File: config.mk
export PLATFORM = sky130hd
export DESIGN_NAME = pv1000_ram_arbiter
export DESIGN_NICKNAME = d
export VERILOG_FILES = /design/src/rtl/pv1000_pkg.sv /design/src/rtl/pv1000_ram_arbiter.sv
export SDC_FILE = /design/constraint.sdc
export NUM_CORES = 1
export LEC_CHECK = 0
export ABC_AREA = 1
export BUFFER_PORTS_ARGS = -buffer_cell sky130_fd_sc_hd__buf_4
export CAP_MARGIN = 20
export CORE_ASPECT_RATIO = 0.8
export CORE_MARGIN = 1
export CORE_UTILIZATION = 44
export CTS_BUF_LIST = sky130_fd_sc_hd__clkbuf_8
export CTS_CLUSTER_DIAMETER = 30
export CTS_CLUSTER_SIZE = 40
export DETAILED_ROUTE_END_ITERATION = 10
export PLACE_DENSITY = 0.79
export REMOVE_ABC_BUFFERS = 1
export SYNTH_ARGS = -nofsm -noshare
export SYNTH_HDL_FRONTEND = slang
export SYNTH_SLANG_ARGS = --single-unit
File: constraint.sdc
create_clock -name clk_sys -period 1.4 [get_ports clk_sys]
set_input_delay 0.07 -clock clk_sys [delete_from_list [all_inputs] [get_ports clk_sys]]
set_output_delay 0.07 -clock clk_sys [all_outputs]
set_load 0.1 [all_outputs]
File: src/rtl/pv1000_pkg.sv
// ---------------------------------------------------------------------------
// pv1000_pkg
//
// Shared types and constants for the PV-1000 console RAM arbiter.
//   owner_t    : owner tag carried down the RAM pipeline with every grant
//   ROM_TOP    : first address above the cartridge ROM window
//   ADDR_W_DEF : default RAM address width
//   DATA_W_DEF : default RAM data width
// ---------------------------------------------------------------------------
package pv1000_pkg;

    localparam int ADDR_W_DEF = 16;
    localparam int DATA_W_DEF = 8;

    // Addresses below this value belong to the cartridge ROM image.
    localparam logic [15:0] ROM_TOP = 16'h8000;

    typedef enum logic [1:0] {
        OWN_NONE = 2'd0,
        OWN_CPU  = 2'd1,
        OWN_VDP  = 2'd2
    } owner_t;

endpackage

File: src/rtl/pv1000_ram_arbiter.sv
// ---------------------------------------------------------------------------
// pv1000_ram_arbiter
//
// Shares the single console RAM port between the cartridge loader, the Z80
// CPU bus and the VDP pattern fetcher. One access is granted per cycle:
// loader exclusively while a download runs, otherwise VDP before CPU unless
// the CPU has lost arbitration CPU_MAX_WAIT times in a row. The RAM port is
// registered; read data comes back two cycles after the grant and is steered
// to its owner by a two-stage owner tag.
//
// Optional feature (macro PV1000_ROM_WP_EN): CPU writes into the cartridge
// ROM window (address < ROM_TOP) are granted and acked as usual but never
// assert ram_we. Loader writes are unaffected.
//
// Ports:
//   clk_sys, reset_n        clock, synchronous active-low reset
//   dl_active, dl_wr,
//   dl_addr, dl_data        cartridge loader (write only, no ack)
//   cpu_req, cpu_we,
//   cpu_addr, cpu_wdata     CPU request (level, held until cpu_ack)
//   cpu_ack, cpu_rdata      CPU completion pulse and read data
//   cpu_wait                CPU request outstanding (Z80 WAIT)
//   vdp_req, vdp_addr       VDP read request (level, held until vdp_ack)
//   vdp_ack, vdp_rdata      VDP completion pulse and read data
//   ram_addr, ram_we,
//   ram_wdata               registered RAM port
//   ram_rdata               RAM read data, one cycle after ram_addr
// ---------------------------------------------------------------------------
module pv1000_ram_arbiter
    import pv1000_pkg::*;
#(
    parameter int ADDR_W       = ADDR_W_DEF,
    parameter int DATA_W       = DATA_W_DEF,
    parameter int CPU_MAX_WAIT = 4
) (
    input  logic              clk_sys,
    input  logic              reset_n,

    input  logic              dl_active,
    input  logic              dl_wr,
    input  logic [ADDR_W-1:0] dl_addr,
    input  logic [DATA_W-1:0] dl_data,

    input  logic              cpu_req,
    input  logic              cpu_we,
    input  logic [ADDR_W-1:0] cpu_addr,
    input  logic [DATA_W-1:0] cpu_wdata,
    output logic              cpu_ack,
    output logic [DATA_W-1:0] cpu_rdata,
    output logic              cpu_wait,

    input  logic              vdp_req,
    input  logic [ADDR_W-1:0] vdp_addr,
    output logic              vdp_ack,
    output logic [DATA_W-1:0] vdp_rdata,

    output logic [ADDR_W-1:0] ram_addr,
    output logic              ram_we,
    output logic [DATA_W-1:0] ram_wdata,
    input  logic [DATA_W-1:0] ram_rdata
);

`ifdef PV1000_ROM_WP_EN
    localparam bit ROM_WP = 1'b1;
`else
    localparam bit ROM_WP = 1'b0;
`endif

    localparam logic [3:0]        MAX_WAIT  = 4'(CPU_MAX_WAIT);
    localparam logic [ADDR_W-1:0] ROM_TOP_A = ADDR_W'(ROM_TOP);

    owner_t            grant;
    owner_t            tag_s1;
    owner_t            tag_s2;
    logic              cpu_elig;
    logic              vdp_elig;
    logic              cpu_we_eff;
    logic [3:0]        wait_cnt;
    logic [DATA_W-1:0] cpu_rdata_q;
    logic [DATA_W-1:0] vdp_rdata_q;

    // A requester stays ineligible while its own access is anywhere in the
    // pipeline, which spaces its grants at least three cycles apart.
    assign cpu_elig = cpu_req && (tag_s1 != OWN_CPU) && (tag_s2 != OWN_CPU);
    assign vdp_elig = vdp_req && (tag_s1 != OWN_VDP) && (tag_s2 != OWN_VDP);

    assign cpu_we_eff = cpu_we && !(ROM_WP && (cpu_addr < ROM_TOP_A));

    // Grant selection for the current cycle. The loader owns the port for
    // the whole download; otherwise a starved CPU jumps ahead of the VDP.
    always_comb begin
        grant = OWN_NONE;
        if (!dl_active) begin
            if (cpu_elig && (wait_cnt == MAX_WAIT)) begin
                grant = OWN_CPU;
            end else if (vdp_elig) begin
                grant = OWN_VDP;
            end else if (cpu_elig) begin
                grant = OWN_CPU;
            end
        end
    end

    // Owner tags follow each grant to the cycle its read data returns.
    // Clearing them on reset drops in-flight accesses without an ack.
    always_ff @(posedge clk_sys) begin
        if (!reset_n) begin
            tag_s1 <= OWN_NONE;
            tag_s2 <= OWN_NONE;
        end else begin
            tag_s1 <= grant;
            tag_s2 <= tag_s1;
        end
    end

    // Counts consecutive cycles the CPU could have been served but was not.
    // It keeps counting during a download so the CPU goes first afterwards.
    always_ff @(posedge clk_sys) begin
        if (!reset_n) begin
            wait_cnt <= '0;
        end else if (!cpu_req || (grant == OWN_CPU)) begin
            wait_cnt <= '0;
        end else if (cpu_elig && (wait_cnt != MAX_WAIT)) begin
            wait_cnt <= wait_cnt + 4'd1;
        end
    end

    // Registered RAM port. Idle cycles drop the write enable but keep the
    // last address so the RAM macro does not see needless toggling.
    always_ff @(posedge clk_sys) begin
        if (!reset_n) begin
            ram_addr  <= '0;
            ram_we    <= 1'b0;
            ram_wdata <= '0;
        end else if (dl_active) begin
            ram_we <= dl_wr;
            if (dl_wr) begin
                ram_addr  <= dl_addr;
                ram_wdata <= dl_data;
            end
        end else begin
            case (grant)
                OWN_CPU: begin
                    ram_addr  <= cpu_addr;
                    ram_we    <= cpu_we_eff;
                    ram_wdata <= cpu_wdata;
                end
                OWN_VDP: begin
                    ram_addr <= vdp_addr;
                    ram_we   <= 1'b0;
                end
                default: begin
                    ram_we <= 1'b0;
                end
            endcase
        end
    end

    // Capture returning data for its owner so it stays readable after the
    // ack pulse; during the ack cycle the live RAM data is forwarded.
    always_ff @(posedge clk_sys) begin
        if (!reset_n) begin
            cpu_rdata_q <= '0;
            vdp_rdata_q <= '0;
        end else begin
            if (tag_s2 == OWN_CPU) begin
                cpu_rdata_q <= ram_rdata;
            end
            if (tag_s2 == OWN_VDP) begin
                vdp_rdata_q <= ram_rdata;
            end
        end
    end

    assign cpu_ack   = (tag_s2 == OWN_CPU);
    assign vdp_ack   = (tag_s2 == OWN_VDP);
    assign cpu_rdata = cpu_ack ? ram_rdata : cpu_rdata_q;
    assign vdp_rdata = vdp_ack ? ram_rdata : vdp_rdata_q;
    assign cpu_wait  = cpu_req & ~cpu_ack;

endmodule

==> impl_metrics.xml <==
<?xml version="1.0" encoding="UTF-8"?>
<metrics>
  <group name="detailed_routing">
    <metric name="detail_route.first_pass.iterations" unit="">4</metric>
    <metric name="met3_wirelength" unit="um">583</metric>
    <metric name="highest_layer" unit="">met4</metric>
    <metric name="via_count" unit="">3173</metric>
    <metric name="detail_route.wirelength" unit="um">9320</metric>
    <metric name="detailroute.wirelength.met2" unit="um">4760</metric>
    <metric name="drt-vias-per-instance" unit="">4.79</metric>
    <metric name="drt_iter0_markers" unit="">99</metric>
    <metric name="final_antenna_net_count" unit="">0</metric>
    <metric name="routed_wire_length_per_instance" unit="um">14.1</metric>
    <metric name="route.detailed.drc" unit="">0</metric>
    <metric name="wirelength_met1" unit="um">3730</metric>
  </group>
  <group name="setup_path">
    <metric name="crit_arrival" unit="ps">1500</metric>
    <metric name="cp.required" unit="ps">1330</metric>
    <metric name="crit_type" unit="">register to output port</metric>
    <metric name="crit_path_start_kind" unit="">register</metric>
    <metric name="worst_setup_path_end_kind" unit="">output port</metric>
    <metric name="worstPathMaxFanout" unit="">6</metric>
  </group>
  <group name="clock_network">
    <metric name="clkSlewWorstSetupHoldPaths" unit="ps">90</metric>
    <metric name="worst_skew_pair.late_latency" unit="ps">310</metric>
    <metric name="root_buffer" unit="">clkbuf_8</metric>
    <metric name="cts_tree" unit="">yes</metric>
    <metric name="cts_buffer_depth" unit="">2</metric>
    <metric name="tritoncts.num_buffers" unit="">5</metric>
    <metric name="cts_max_level" unit="">2</metric>
    <metric name="clkSinkCount" unit="">49</metric>
  </group>
  <group name="grt">
    <metric name="track_usage" unit="%">26.3</metric>
    <metric name="grt_antenna_before_repair" unit="">0</metric>
    <metric name="grt_start_max_net_pins" unit="">33</metric>
    <metric name="grt_pass1_vias" unit="">2958</metric>
    <metric name="global_route_wire_length_before_repair" unit="um">13700</metric>
    <metric name="grt.overflow.total" unit="">0</metric>
  </group>
  <group name="timing">
    <metric name="report.final.hold_viol_count" unit="">0</metric>
    <metric name="finalSetupViolCount" unit="">44</metric>
    <metric name="tightest_slew" unit="ps">629</metric>
    <metric name="fin_worst_hold_slack" unit="ps">26.2</metric>
    <metric name="skew" unit="ps">5.45</metric>
    <metric name="timing.fmax" unit="MHz">638</metric>
    <metric name="timing.final.max_slew_violations" unit="">0</metric>
    <metric name="timing.slew.headroom" unit="%">57.8</metric>
    <metric name="setup_slack" unit="ps">-166</metric>
    <metric name="finalCriticalPeriod" unit="ps">1570</metric>
    <metric name="timing.final.crit_share" unit="%">112</metric>
    <metric name="grt_setup_unrepaired" unit="">yes</metric>
  </group>
  <group name="floorplan">
    <metric name="number_of_cell_rows" unit="">25</metric>
    <metric name="core-area" unit="sq um">5940</metric>
    <metric name="initial_utilization" unit="%">45.7</metric>
    <metric name="floorplan.io_pins" unit="">123</metric>
    <metric name="dieHeight" unit="um">72.3</metric>
    <metric name="die_w" unit="um">89.8</metric>
    <metric name="die-area" unit="sq um">6490</metric>
  </group>
  <group name="place">
    <metric name="place_congestion" unit="">0.770</metric>
    <metric name="buffer_ports.inserted" unit="">122</metric>
    <metric name="place.detailed.instances" unit="">621</metric>
    <metric name="dpl.hpwl" unit="um">5340</metric>
  </group>
  <group name="synth">
    <metric name="syn_inst" unit="">413</metric>
    <metric name="yosys_register_bits" unit="">49</metric>
    <metric name="syn_area" unit="sq um">2720</metric>
    <metric name="synth_cell_type_count" unit="">29</metric>
    <metric name="synthesis.yosys.warnings" unit="">0</metric>
    <metric name="synth.avg_cell_area" unit="sq um">6.57</metric>
    <metric name="yosysSeqAreaShare" unit="%">36.1</metric>
  </group>
  <group name="final_layout">
    <metric name="syn2layout_area_growth" unit="%">82.9</metric>
    <metric name="final_cells" unit="">662</metric>
    <metric name="antenna_diodes" unit="">0</metric>
    <metric name="layout.nets" unit="">661</metric>
    <metric name="layout-drive-gt1-share" unit="%">55.8</metric>
  </group>
  <group name="status">
    <metric name="failed_checks" unit="">setup timing</metric>
    <metric name="status" unit="">finished, violations left</metric>
  </group>
  <group name="power">
    <metric name="power.ir.vdd_worst" unit="V">0.000642</metric>
    <metric name="finalPower" unit="uW">4420</metric>
    <metric name="cellLeakagePower" unit="uW">0.00258</metric>
    <metric name="power_per_cell_area" unit="nW/um^2">889</metric>
  </group>
  <group name="job">
    <metric name="max_cap_violations" unit="">0</metric>
  </group>
  <group name="worst_hold_path">
    <metric name="hold_class" unit="">input pin to register</metric>
  </group>
</metrics>
-- sequential cells by signal, summed over array words and instances, names as in the netlist --
register and count:
tag_s1 2, wait_cnt 4, tag_s2 2, ram_addr 16, ram_we 1, vdp_rdata_q 8
ram_wdata 8, cpu_rdata_q 8
-- layout make-up --
| class | instances | area, sq um |
|---|---|---|
| Multi-Input combinational cell | 259 | 1780 |
| Timing Repair Buffer | 179 | 1650 |
| Inverter | 86 | 333 |
| Tap cell | 81 | 101 |
| Fill cell | 361 | 976 |
| Sequential cell | 49 | 987 |
| Clock buffer | 5 | 68.8 |
| Clock inverter | 3 | 46.3 |
-- per-layer routing --
layer  vias to the layer above  track usage (%)
met5                         -                0
met4                         0             9.29
met3                        24             5.03
met2                       126             47.7
met1                      1432             31.5
li1                       1591                -
-- worst max-delay path, cell delays in order (launching register included) --
cell,delay (ps)
dfxtp_2,350
inv_4,40
nor2_4,160
buf_6,160
or2_4,140
o21ai_4,60
inv_2,90
buf_12,180
-- path summary, 6_finish.rpt --
kind | startpoint | to | slack (ps) | depth (start not counted)
worst max-delay path | tag_s2[0]$_SDFF_PN0_ | cpu_rdata[3] | -170 | 7
worst min-delay path | reset_n | ram_wdata[2]$_SDFFE_PN0P_ | 30 | 3
worst max register to register | wait_cnt[1]$_SDFFE_PP0P_ | ram_addr[6]$_SDFFE_PN0P_ | -90 | 9
worst min register to register | tag_s1[1]$_SDFF_PN0_ | tag_s2[1]$_SDFF_PN0_ | 450 | 2
-- what timing repair did --
action | 4_1_cts | 5_1_grt
buffers inserted | 22 | 10
pin swaps | 48 | 25
endpoints found under the hold margin | 0 | 0
hold buffers | 0 | 0
endpoints found under the setup margin | 49 | 50
gates cloned | 1 | 1
gates resized for setup | 181 | 48
-- cells in the final DEF, fill, tap and decap left out, types with 3 or more instances in the layout --
| cell | n |
|---|---|
| o21ai_4 | 9 |
| nand2_1 | 91 |
| o21ai_0 | 6 |
| nor2_4 | 4 |
| nor2_2 | 3 |
| nand3_2 | 32 |
| or2_4 | 16 |
| clkbuf_8 | 5 |
| buf_6 | 22 |
| a21oi_2 | 19 |
| buf_4 | 139 |
| o21ai_1 | 10 |
| nand2_4 | 3 |
| a21oi_1 | 9 |
| dfxtp_2 | 5 |
| buf_12 | 18 |
| nand3_4 | 6 |
| o21ai_2 | 8 |
| inv_1 | 59 |
| nand3_1 | 7 |
| dfxtp_1 | 44 |
| nor2_1 | 25 |
| inv_2 | 23 |
-- cell usage after synthesis, drive strengths merged --
master | count | area (sq um)
ha | 2 | 25.0
xor2 | 2 | 17.5
clkinv | 1 | 3.75
o21ai | 33 | 176
nand2 | 96 | 370
dfxtp | 49 | 981
inv | 85 | 319
nor2 | 33 | 150
buf | 14 | 85.1
o211ai | 1 | 7.51
clkbuf | 6 | 22.5
a21oi | 29 | 190
nand4 | 1 | 6.26
or2 | 16 | 100
nand3 | 45 | 260
-- power breakdown --
part / internal, uW / switching [uW]
clock network: 535 / 504
logic: 631 / 1210
registers: 1480 / 49.7
-- metrics by stage --
step	TNS [ps]	util, %	worst slack [ps]	instance area (sq um)
floorplan	-48480	-	-1030	2610
global placement	-219	64.6	-42.1	3840
detailed placement	-1120	64.6	-66.4	3840
CTS	-2060	79.0	-113	4700
global route	-5450	83.6	-205	4970
finish	-2930	83.6	-166	4970
-- kinds of logic after synthesis --
logic type,after synthesis,share of synthesized area [%]
buf+inv,106,15.9
fa+ha+maj,2,0.922
compound gates,63,13.8
xor+xnor,2,0.645
flops,49,36.1
simple gates,191,32.7
(Power assumes the default switching activity.)
